===== src/rtl/agnus_blitter_word_aligner.sv =====
// Blitter source-path word aligner: masks, merges and shifts source words over an hsize x vsize blit.
// Optional all-zero result flag is built when BLITTER_ZERO_FLAG_EN is defined.
module agnus_blitter_word_aligner #(
   parameter int HBITS = 6,
   parameter int VBITS = 10
) (
   input  logic             clk,
   input  logic             reset,
   input  logic             start,
   input  logic             desc,
   input  logic [3:0]       shift,
   input  logic [HBITS-1:0] hsize,
   input  logic [VBITS-1:0] vsize,
   input  logic [15:0]      fwm,
   input  logic [15:0]      lwm,
   input  logic [15:0]      in_data,
   input  logic             in_valid,
   output logic             in_ready,
   output logic [15:0]      out_data,
   output logic             out_valid,
   input  logic             out_ready,
   output logic             out_first,
   output logic             out_last,
   output logic             busy,
   output logic             done,
   output logic             zero
);

   typedef enum logic [1:0] {IDLE, RUN, DRAIN} state_t;

   state_t           state;
   logic             desc_q;
   logic [3:0]       shift_q;
   logic [15:0]      fwm_q;
   logic [15:0]      lwm_q;
   logic [HBITS-1:0] hsize_q;
   logic [HBITS-1:0] wcnt;
   logic [VBITS-1:0] rcnt;
   logic [15:0]      old;

   logic             accept;
   logic             consume;
   logic             row_first;
   logic             row_last;
   logic             blit_last;
   logic [15:0]      mask;
   logic [15:0]      new_word;
   logic [15:0]      old_eff;
   logic [31:0]      asc_cat;
   logic [31:0]      desc_cat;
   logic [15:0]      aligned;

   // Counters load the raw size, so a size of 0 wraps through the full range before reaching 1.
   assign row_first = (wcnt == hsize_q);
   assign row_last  = (wcnt == HBITS'(1));
   assign blit_last = row_last && (rcnt == VBITS'(1));

   assign in_ready = (state == RUN) && (!out_valid || out_ready);
   assign accept   = in_valid && in_ready;
   assign consume  = out_valid && out_ready;

   // NOTE: every variable driven here gets a default first, so no latch can be inferred.
   always_comb begin
      mask = 16'hFFFF;
      if (row_first && row_last) mask = fwm_q & lwm_q;
      else if (row_first)        mask = fwm_q;
      else if (row_last)         mask = lwm_q;
   end

   assign new_word = in_data & mask;
   assign old_eff  = row_first ? 16'h0000 : old;

   // Shifting the 32-bit pair keeps shift 0 free of any 16-bit-shift artefact from the old word.
   assign asc_cat  = {old_eff, new_word} >> shift_q;
   assign desc_cat = {new_word, old_eff} << shift_q;
   assign aligned  = desc_q ? desc_cat[31:16] : asc_cat[15:0];

`ifdef BLITTER_ZERO_FLAG_EN
   logic zero_q;

   always_ff @(posedge clk or posedge reset) begin
      if (reset) begin
         zero_q <= 1'b0;
      end else if (state == IDLE && start) begin
         zero_q <= 1'b1;
      end else if (consume && out_data != 16'h0000) begin
         zero_q <= 1'b0;
      end
   end

   assign zero = zero_q;
`else
   assign zero = 1'b0;
`endif

   // NOTE: sequential state uses non-blocking assignments so every register samples pre-edge values.
   always_ff @(posedge clk or posedge reset) begin
      if (reset) begin
         state     <= IDLE;
         desc_q    <= 1'b0;
         shift_q   <= 4'd0;
         fwm_q     <= 16'h0000;
         lwm_q     <= 16'h0000;
         hsize_q   <= '0;
         wcnt      <= '0;
         rcnt      <= '0;
         old       <= 16'h0000;
         out_data  <= 16'h0000;
         out_valid <= 1'b0;
         out_first <= 1'b0;
         out_last  <= 1'b0;
         busy      <= 1'b0;
         done      <= 1'b0;
      end else begin
         done <= 1'b0;
         if (consume) out_valid <= 1'b0;

         case (state)
            IDLE: begin
               if (start) begin
                  desc_q  <= desc;
                  shift_q <= shift;
                  fwm_q   <= fwm;
                  lwm_q   <= lwm;
                  hsize_q <= hsize;
                  wcnt    <= hsize;
                  rcnt    <= vsize;
                  old     <= 16'h0000;
                  busy    <= 1'b1;
                  state   <= RUN;
               end
            end

            RUN: begin
               if (accept) begin
                  out_data  <= aligned;
                  out_valid <= 1'b1;
                  out_first <= row_first;
                  out_last  <= row_last;
                  old       <= new_word;
                  if (row_last) begin
                     wcnt <= hsize_q;
                     rcnt <= rcnt - VBITS'(1);
                     if (blit_last) state <= DRAIN;
                  end else begin
                     wcnt <= wcnt - HBITS'(1);
                  end
               end
            end

            DRAIN: begin
               if (consume) begin
                  done  <= 1'b1;
                  busy  <= 1'b0;
                  state <= IDLE;
               end
            end

            default: state <= IDLE;
         endcase
      end
   end

endmodule


===== config.mk =====
export PLATFORM = sky130hd
export DESIGN_NAME = agnus_blitter_word_aligner
export DESIGN_NICKNAME = d
export VERILOG_FILES = /design/src/rtl/agnus_blitter_word_aligner.sv
export SDC_FILE = /design/constraint.sdc
export NUM_CORES = 1
export LEC_CHECK = 0
export ABC_AREA = 1
export CAP_MARGIN = 40
export CORE_ASPECT_RATIO = 1.25
export CORE_MARGIN = 2
export CORE_UTILIZATION = 44
export CTS_BUF_LIST = sky130_fd_sc_hd__clkbuf_16
export CTS_CLUSTER_SIZE = 16
export DETAILED_ROUTE_END_ITERATION = 7
export PLACE_DENSITY = 0.77
export SYNTH_ARGS = -nofsm -noshare
export SYNTH_HDL_FRONTEND = slang
export SYNTH_SLANG_ARGS = --single-unit

===== constraint.sdc =====
create_clock -name clk -period 5.6 [get_ports clk]
set_input_delay 1.4 -clock clk [delete_from_list [all_inputs] [get_ports clk]]
set_output_delay 1.4 -clock clk [all_outputs]
set_load 0.01 [all_outputs]

Yosys cells after proc, flatten, opt, wreduce, memory -nomap -nowiden
Index checks and enable logic that the tools add are counted.

$add $sub $neg: 2. Multipliers: 0. Div/mod/pow operators: 0. Magnitude comparators: 0. Equal/unequal tests: 10. Shift-type cells: 2. Muxes and demuxes: 30. Bitwise gates (word level): 2. Reduce and logical (&&, ||, !) cells: 16.

Operator list (number): $mux 16 (7); $and 16x16->16 (2); $pmux 16 s2 (1); $shl 32x4->32 (1); $shr 32x4->16 (1); $mux 10 (3); $pmux 10 s2 (1); $mux 6 (3); $pmux 6 s2 (1); $eq 10x1->1 const B (1); $mux 2 (5); $ne 2x2->1 const B (5); $sub 10x1->10 const B (1); $mux 1 (7); $eq 6x1->1 const B (1); $eq 6x6->1 (1); $pmux 2 s3 (1); $reduce_and 3->1 (2); $sub 6x1->6 const B (1); $logic_and 1x1->1 (5); $reduce_and 5->1 (1); $reduce_and 2->1 (2); $reduce_and 4->1 (1); $reduce_bool 2->1 (2); other kinds (6) (6).

Bits in registers: 98. Bits in latches: 0. Memory bits (writable): 0. Bits in read-only memories: 0. Input port bits: 74. Output and inout port bits: 23. Word-level logic and storage cells: 77. Memories kept: 0.

Logic depth before layout (Yosys ltp)
Gate-level depths: netlist (run 1).

Word-level depth: 7. Depth in mapped cells: 16. Gate-level depth less buffers: 15.

Least setup slack after synthesis (run 1)
OpenSTA, ideal clock, no wires.

Kind: input -> output. From: input out_ready. To: output in_ready. Arrival time: 1633 ps. Required time: 4200 ps. Slack: 2567 ps. Stages: 2. Buffers on the path: 0. Path through: nor2_1 nor2_4.

Cells in the longest elaborated chain, start to end: 2.

RTL lines: from (decl) (RTL line 21) `input logic out_ready,`; $logic_or 1x1->1 (RTL line 58) `assign in_ready = (state == RUN) && (!out_valid || out_ready);`; $logic_and 1x1->1 (RTL line 58); to (decl) (RTL line 18) `output logic in_ready,`.

No other way between the ends.

Worst setup path after layout (run 1)
Ends and elaborated chain as after synthesis.

==> metrics.txt, run 1 <==
CTS root buffer=clkbuf_16; Clock Skew=between 6 and 7 ps; Setup Fix Bufs, Post-CTS=0; Worst-path clk slew=60 ps; Avg WL per Cell=between 15 and 20 um; register bit total from synthesis=just under 100; max-slew violation count=0; Mapped Cells=985; Placed Cells incl. Taps=around 1200; CTS tree=done; Yosys cell types=42; final setup fails=0; minimum clock period=4040 ps; min-delay worst type=reg2reg; Port-buffer cells=95; clock sink count=98; DP Wirelength=roughly 15 mm; Slew HR=0.454; syn_nets=approximately 1100; Most used DFF post-synth=dfrtp_1; Chip Height=between 100 and 150 um; Final Power=5.32 mW; clock latency on the worst-skew pair=around 350 ps; Cell Rows=52; CTS buffer count=9; status=finished clean; first-pass GRT wire length=between 30 and 40 mm; crit path capture type=primary output; Total GRT Usage=0.250; Seq/Total Area, Yosys=0.345; initial antenna violation count=0; Ys Warns=0; Syn Area/Cell=7.23 um2; GRT overflow=0; Routed WL=~21 mm; Leak=between 3 and 4 nW; Setup Crit Path Kind=in2out; Die X=about 120 um; layout cell share with drive strength beyond 1=0.0973; Finished Cell Area=8470 um2; commonest cells after routing, fill and taps aside=nand3_1, nand2_1, dfrtp_1, clkdlybuf4s50_1, inv_1; ys async rst share=1.00; First DRT Iteration DRCs=660; Max rail drop VDD=0.000388 V; die footprint=17200 um2; nets=between 1000 and 1500; gpl congestion=between 0.9 and 1; Post-Syn Area=between 7000 and 8000 um2; RSZ-0062 raised after global routing=false; fmax=between 0.2 and 0.25 GHz; Startpoint Class=primary input; Fin. Hold Viols=0; P&R area growth vs syn=19.0%; ANT nets after route=0; Arr. time, crit path=~2600 ps; Post-CTS Resized=0; initial core utilization=0.445; max-cap viol count=0; EDFF count, synth=0; post-DR vias/cell=roughly 6; setup TNS=0 ps; Worst Slack Setup Final=1560 ps; Critical Path RT=between 4000 and 5000 ps; Top-Level Pins=97; Placement Setup Slack=around 1600 ps; PD cells=628 nW/um2; H-tree depth=3; Slew @ Worst Pin=slightly above 800 ps; Finished Layout Cells=roughly 1300; hold-fix buffers at CTS=0; largest net degree at the start of global routing=69; clock buffer depth=2; commonest non-fill, non-tap cell in the layout=nand3_1; Crit Path Max Fanout=3; drt first pass iters=6; vias=7327; vias in the first global route=between 6000 and 7000; Diodes inserted=0; Final Cycle Share=0.722; Core Region=16000 um2; Placement Cell Area=between 8000 and 9000 um2; residual DRC count=0
-- worst paths after layout --
| check | from | slack, ps | end | cells past startpoint |
|---|---|---|---|---|
| max in group asynchronous | reset | 3090 | fwm_q[6]$_DFFE_PP0P_ | 3 |
| min in group asynchronous | reset | 1560 | done$_DFF_PP0_ | 2 |
| min | out_data[14]$_DFFE_PP0P_ | 480 | out_data[14]$_DFFE_PP0P_ | 2 |
| max | out_ready | 1560 | in_ready | 4 |
| max reg2reg | state[1]$_DFFE_PP0P_ | 2240 | rcnt[6]$_DFFE_PP0P_ | 10 |
| min reg2reg | out_data[14]$_DFFE_PP0P_ | 480 | out_data[14]$_DFFE_PP0P_ | 2 |
-- cell families (layout without fill, tap and decap cells) --
kind of cell             after synthesis  after routing  synth area share
AO/OA/AOI/OAI                        107            107            0.0860
XOR/XNOR                               4              4           0.00492
adder cells (fa/ha/maj)                4              4           0.00703
buffers and inverters                128            181            0.0782
flip-flops                            98             98             0.345
multiplexers                          17             17            0.0269
other                                  1              1          0.000527
AND/OR/NAND/NOR                      626            626             0.452
-- layout make-up --
| type | instances | area [um2] |
|---|---|---|
| clock inverter | 7 | 116 |
| sequential | 98 | 2450 |
| timing repair buffer | 106 | 1070 |
| inverter | 59 | 224 |
| tap | 216 | 270 |
| clock buffer | 9 | 225 |
| fill | 1564 | 7530 |
| multi-input combinational | 759 | 4110 |
-- synth_stat cells, drive strengths merged, types with 4 or more instances --
cell type / instances / area (um2)
nand3: 356 / 1920
nor3: 6 / 41.3
o21a: 17 / 128
nand4: 17 / 263
mux2: 17 / 191
dfrtp: 98 / 2450
inv: 58 / 218
ha: 4 / 50.1
o22ai: 6 / 37.5
clkbuf: 33 / 124
o21ai: 31 / 155
nor2: 51 / 235
a21oi: 42 / 210
nand2: 193 / 734
buf: 36 / 211
xor2: 4 / 35.0
a31oi: 4 / 25.0
-- worst max-delay path, stage by stage --
cell	delay, ps
clkdlybuf4s50_1	500
nor2_1	80
nor2_4	110
clkdlybuf4s50_1	550
-- where the power goes --
part / switching, mW / leakage (nW) / internal [mW] / total [mW]
clock network: 0.278 / 0.167 / 0.437 / 0.715
logic: 2.16 / 2.58 / 1.14 / 3.29
registers: 0.274 / 1.17 / 1.04 / 1.31
total: 2.71 / 3.92 / 2.61 / 5.32
-- through the flow --
| stage | hold slack (ps) | util |
|---|---|---|
| 2_1_floorplan | 475 | - |
| 3_3_place_gp | 468 | 0.505 |
| 5_1_grt | 497 | 0.529 |
| 6_report | 482 | 0.529 |
| 3_5_place_dp | 468 | 0.508 |
| 4_1_cts | 486 | 0.529 |
-- sequential cells by signal, indices dropped and copies added (netlist names), 2 cells and up --
name      count
hsize_q       6
lwm_q        16
old          16
out_data     16
state         2
fwm_q        16
rcnt         10
shift_q       4
wcnt          6
-- per-layer routing --
metal	wire [um]	GRT usage	up-vias
li1	-	-	3491
met5	0	0	-
met3	1310	0.0316	86
met1	8090	0.308	3418
met2	10400	0.419	332
met4	1270	0.147	0
(Power assumes the default switching activity.)
==> run 2, diff against run 1 <==
--- a/config.mk
+++ b/config.mk
@@ -13,7 +13,7 @@
 export CTS_BUF_LIST = sky130_fd_sc_hd__clkbuf_16
 export CTS_CLUSTER_SIZE = 16
 export DETAILED_ROUTE_END_ITERATION = 7
-export PLACE_DENSITY = 0.77
+export PLACE_DENSITY = 0.8
 export SYNTH_ARGS = -nofsm -noshare
 export SYNTH_HDL_FRONTEND = slang
 export SYNTH_SLANG_ARGS = --single-unit
==> constraint.sdc (replaced) <==
create_clock -name clk -period 3.5 [get_ports clk]
set_input_delay 0.875 -clock clk [delete_from_list [all_inputs] [get_ports clk]]
set_output_delay 0.875 -clock clk [all_outputs]
set_load 0.01 [all_outputs]
==> metrics.txt, run 2 (same netlist as run 1, synthesis figures left out) <==
gpl congestion=0.962 (+0.30%); Critical Path RT=2620 ps (-1580 ps); Die X=118 um (unchanged); Post-CTS Resized=0 (unchanged); vias=7309 (-0.25%); First DRT Iteration DRCs=839 (+27%); setup TNS=0 ps (unchanged); CP dominant cell by count=clkdlybuf4s50_1; Setup Crit Path Kind=in2out; crit path capture type=primary output; start of the worst register-to-register path=wcnt[2]$_DFFE_PP0P_; Core Util, Final=0.530 (about the same); Final Cycle Share=0.848; Core Region=16000 um2 (unchanged); Routed WL=21.0 mm (-0.15%); Finished Cell Area=8480 um2 (about the same); worst hold start=out_data[12]$_DFFE_PP0P_; DP Wirelength=15.3 mm (+2.2%); Total GRT Usage=0.252 (+0.00197); Fin Hold WS=483 ps (+0.506 ps); clock sink count=98 (unchanged); Startpoint Class=primary input; clock latency on the worst-skew pair=350 ps (about the same); commonest non-fill, non-tap cell in the layout=nand3_1; Placement Cell Area=8190 um2 (+0.68%); CTS root buffer=clkbuf_16; Bufs and invs on worst path=2 (unchanged); Max rail drop VDD=0.000409 V (+5.5%); max-cap viol count=0 (unchanged); Clock Skew=8.60 ps (+1.91 ps); Cell Rows=52 (unchanged); Critical Path Start=out_ready; Crit path depth=4 (unchanged); die footprint=17200 um2 (unchanged); Port-buffer cells=95 (unchanged); max-slew violation count=0 (unchanged); Avg WL per Cell=16.6 um (-1.0%); drt first pass iters=6 (unchanged); Arr. time, crit path=2090 ps (-550 ps); min-delay worst type=reg2reg; minimum clock period=2970 ps; Leak=3.94 nW (+0.47%); Top-Level Pins=97 (unchanged); Slew HR=0.541 (+0.0870); Slew @ Worst Pin=688 ps (-131 ps); post-DR vias/cell=5.78 (-1.1%); CTS buffer count=9 (unchanged); Crit Path Max Fanout=3 (unchanged); Top delay family on crit path=buffers and inverters; P&R area growth vs syn=19.1% (about the same); fmax=approximately 0.34 GHz; RSZ-0062 raised after global routing=false; clock buffer depth=2 (unchanged); nets=1122 (+0.99%); crit-path max cell delay=540 ps (about the same); Chip Height=146 um (unchanged); first-pass GRT wire length=35.0 mm (+0.20%); Worst-path clk slew=60 ps (about the same); reg2reg path depth=13 (+3); Diodes inserted=0 (unchanged); CTS tree=done; worst path cell trace=clkdlybuf4s50_1, nor2_1, nor2_4, clkdlybuf4s50_1; commonest cells after routing, fill and taps aside=nand3_1, nand2_1, dfrtp_1, clkdlybuf4s50_1, inv_1; initial antenna violation count=0 (unchanged); critical path's slowest cell=clkdlybuf4s50_1; vias in the first global route=7052 (+1.0%); status=finished clean; final setup fails=0 (unchanged); Setup Fix Bufs, Post-CTS=0 (unchanged); Fin. Hold Viols=0 (unchanged); ANT nets after route=0 (unchanged); initial core utilization=0.445 (unchanged); H-tree depth=3 (unchanged); WHS Path Cells=2 (unchanged); GRT overflow=0 (unchanged); residual DRC count=0 (unchanged); layout cell share with drive strength beyond 1=0.107 (+0.00947); hold-fix buffers at CTS=0 (unchanged); largest net degree at the start of global routing=57 (-17%); PD cells=985 nW/um2 (+57%)
-- run 2: cell types whose count changed in the layout (fill, tap and decap cells not counted) --
cell / previous run / this run
buf_12: 0 / 1
buf_16: 2 / 0
buf_4: 9 / 21
bufinv_16: 3 / 1
clkinv_2: 1 / 2
clkinvlp_4: 0 / 1
-- run 2: area by class of cell --
type	instances	area [um2]
Fill cell	1556	7520
Multi-Input combinational cell	759	4110
Sequential cell	98	2450
Timing Repair Buffer	117	1130
Tap cell	216	270
Clock buffer	9	225
Inverter	59	224
Clock inverter	7	68.8
-- run 2: per-layer routing --
layer	global-route usage	up-vias	part of all wire
li1	-	3512	-
met1	0.306	3364	0.38
met2	0.421	350	0.49
met3	0.0313	83	0.065
met4	0.163	0	0.066
met5	0	-	0
-- run 2: worst register-to-register path, stage by stage (launching register included) --
cell     delay [ps]
dfrtp_1         430
inv_2            60
nand2_1          70
nand2_2          80
nor2_8          380
nand3_4         450
nand3_1         360
nand3_1         140
nand3_1         140
nand3_1          80
nand3_1          90
nand2_1         120
nand2_1          80
nand2_1          50
-- run 2: stage by stage --
stage,power [mW],setup slack (ps),cells
floorplan,6.00,62.9,985
global placement,7.16,530,1249
detailed placement,7.27,521,1249
CTS,8.30,526,1265
global route,9.07,440,1265
finish,8.35,533,1265
-- run 2: where the power goes --
group / switching, mW / internal (mW) / total (mW)
Sequential: 0.429 / 1.66 / 2.09
Combinational: 3.42 / 1.84 / 5.26
Clock: 0.447 / 0.553 / 1.00
Total: 4.30 / 4.05 / 8.35
-- run 2: final timing paths --
check                                           end  slack (ps)
min                        out_data[12]$_DFFE_PP0P_         480
min in group asynchronous       out_valid$_DFF_PP0_         930
max reg2reg                 out_data[3]$_DFFE_PP0P_         860
max in group asynchronous       old[10]$_DFFE_PP0P_        1930
min reg2reg                out_data[12]$_DFFE_PP0P_         480
max                                        in_ready         530
==> run 3, diff against run 2 <==
--- a/config.mk
+++ b/config.mk
@@ -13,7 +13,7 @@
 export CTS_BUF_LIST = sky130_fd_sc_hd__clkbuf_16
 export CTS_CLUSTER_SIZE = 16
 export DETAILED_ROUTE_END_ITERATION = 7
-export PLACE_DENSITY = 0.8
+export PLACE_DENSITY = 0.77
 export SYNTH_ARGS = -nofsm -noshare
 export SYNTH_HDL_FRONTEND = slang
 export SYNTH_SLANG_ARGS = --single-unit
==> constraint.sdc (replaced) <==
create_clock -name clk -period 2.9 [get_ports clk]
set_input_delay 0.725 -clock clk [delete_from_list [all_inputs] [get_ports clk]]
set_output_delay 0.725 -clock clk [all_outputs]
set_load 0.01 [all_outputs]
==> metrics.txt, run 3 (same netlist as run 1, synthesis figures left out) <==
status=finished clean; top layer in use=met4; vias=7245 (-0.88%); Leak=3.97 nW (+0.68%); Comb power frac=0.639 (+0.009); Startpoint Class=primary input; DP Wirelength=15.6 mm (+1.6%); Max rail drop VDD=0.000541 V (+32%); P&R area growth vs syn=20.0%; first-pass GRT wire length=34.7 mm (-0.89%); Clock Power Share=0.117 (-0.003); Setup Crit Path Kind=in2out; Avg WL per Cell=16.6 um (about the same); CP dominant cell by count=clkdlybuf4s50_1; Finished Layout Cells=1267 (+0.16%); Internal=4.97 mW (+23%); First DRT Iteration DRCs=824 (-1.8%); Worst-path clk slew=70 ps (about the same); Slew HR=0.507 (-0.0340); critical path's slowest cell=clkdlybuf4s50_1; CTS buffer count=9 (unchanged); Arr. time, crit path=1990 ps (-100 ps); post-DR vias/cell=5.72 (-1.0%); worst path cell trace=clkdlybuf4s50_1, nor2_1, nor2_4, clkdlybuf4s50_1; die footprint=17200 um2 (unchanged); Fin. Hold Viols=0 (unchanged); metal2 WL=10.5 mm (+2.1%); fillcell total=1565 (+0.58%); clock latency on the worst-skew pair=340 ps (about the same); crit path capture type=primary output; reg2reg path depth=13 (unchanged); met3 wire length=1.20 mm (-13%); H-tree depth=3 (unchanged); Total GRT Usage=0.248 (-0.00322); commonest cells after routing, fill and taps aside=nand3_1, nand2_1, dfrtp_1, clkdlybuf4s50_1, inv_1; layout cell share with drive strength beyond 1=0.108 (+0.000748); Post-CTS Resized=0 (unchanged); register-to-register setup slack=400 ps (-460 ps); Crit Path Max Fanout=3 (unchanged); Slew @ Worst Pin=739 ps (+51.0 ps); max-cap viol count=0 (unchanged); Core Region=16000 um2 (unchanged); minimum clock period=2720 ps; initial antenna violation count=0 (unchanged); clock buffer depth=2 (unchanged); Clock Skew=7.53 ps (-1.07 ps); residual DRC count=0 (unchanged); worst hold start=out_data[12]$_DFFE_PP0P_; gpl congestion=0.975 (+1.4%); Chip Height=146 um (unchanged); PD cells=1190 nW/um2 (+21%); met1 WL=8.20 mm (+2.5%); Port-buffer cells=95 (unchanged); fmax=~0.37 GHz; commonest non-fill, non-tap cell in the layout=nand3_1; CTS tree=done; setup TNS=0 ps (unchanged); clock sink count=98 (unchanged); nets=1125 (+0.27%); min-delay worst type=reg2reg; vias in the first global route=6911 (-2.0%); drt first pass iters=6 (unchanged); final setup fails=0 (unchanged); Sw Ratio=0.511 (-0.00407); Cell Rows=52 (unchanged); R2R Path End=out_data[6]$_DFFE_PP0P_; largest net degree at the start of global routing=57 (unchanged); Final Cycle Share=0.936; initial core utilization=0.445 (unchanged); Setup Fix Bufs, Post-CTS=0 (unchanged); max-slew violation count=0 (unchanged); Diodes inserted=0 (unchanged); Hold Path End=out_data[12]$_DFFE_PP0P_; Die X=118 um (unchanged); hold-fix buffers at CTS=0 (unchanged); crit-path max cell delay=560 ps (+20 ps); GRT overflow=0 (unchanged); start of the worst register-to-register path=wcnt[2]$_DFFE_PP0P_; WHS Path Cells=2 (unchanged); RSZ-0062 raised after global routing=false; ANT nets after route=0 (unchanged); Routed WL=21.1 mm (+0.16%); CTS root buffer=clkbuf_16; Top-Level Pins=97 (unchanged); Placed Cells incl. Taps=1252 (+0.24%); Critical Path RT=2170 ps (-450 ps); NetSw=5.18 mW (+21%); Reg power frac=0.244 (-0.006)
## run 3: cell types whose count changed in the layout (fill, tap and decap cells not counted), sizes merged
| cell | before | now |
|---|---|---|
| buf | 22 | 25 |
| clkinv | 5 | 3 |
| clkinvlp | 1 | 2 |
## run 3: area by class of cell
cell class              instances  area (um2)  share of cell area
clock buffers                   9         225              0.0264
clock inverters                 6        58.8             0.00688
inverters                      59         225              0.0264
multi-input cells             759        4110               0.481
flip-flops and latches         98        2450               0.287
well taps                     216         270              0.0316
repair buffers                120        1200               0.141
## run 3: power groups by stage
stage | clock (mW) | combinational [mW] | sequential (mW)
6_report | 1.19 | 6.48 | 2.48
5_1_grt | 1.25 | 7.19 | 2.55
3_3_place_gp | 0 | 6.28 | 2.48
3_5_place_dp | 0 | 6.39 | 2.49
2_1_floorplan | 0 | 4.84 | 2.40
4_1_cts | 1.21 | 6.42 | 2.47
## run 3: worst max-delay path, delay by kind of cell
kind,cells,cell delay (ps)
buffers and inverters,2,1060
and+or+nand+nor,2,200
## run 3: worst max path at each step
stage / slack (ps) / cells past startpoint / to / from
global placement: 230 / 4 / in_ready / out_ready
CTS: 210 / 4 / in_ready / out_ready
finish: 180 / 4 / in_ready / out_ready
floorplan: 970 / 8 / rcnt[4]$_DFFE_PP0P_ / out_ready
global route: 120 / 13 / out_data[15]$_DFFE_PP0P_ / wcnt[2]$_DFFE_PP0P_
detailed placement: 200 / 4 / in_ready / out_ready
## run 3: metrics by stage
step	hold slack (ps)	power [mW]	worst slack, ps	util	area [um2]
finish	479	10.1	185	0.534	8540
global route	507	11.0	124	0.534	8540
CTS	483	10.1	209	0.534	8540
detailed placement	465	8.88	205	0.516	8260
global placement	469	8.76	234	0.516	8260
floorplan	475	7.24	966	-	7120
## run 3: layer usage
metal | GRT usage | vias up
met2 | 0.425 | 322
li1 | - | 3514
met1 | 0.301 | 3334
met4 | 0.145 | 0
met3 | 0.0313 | 75
met5 | 0 | -
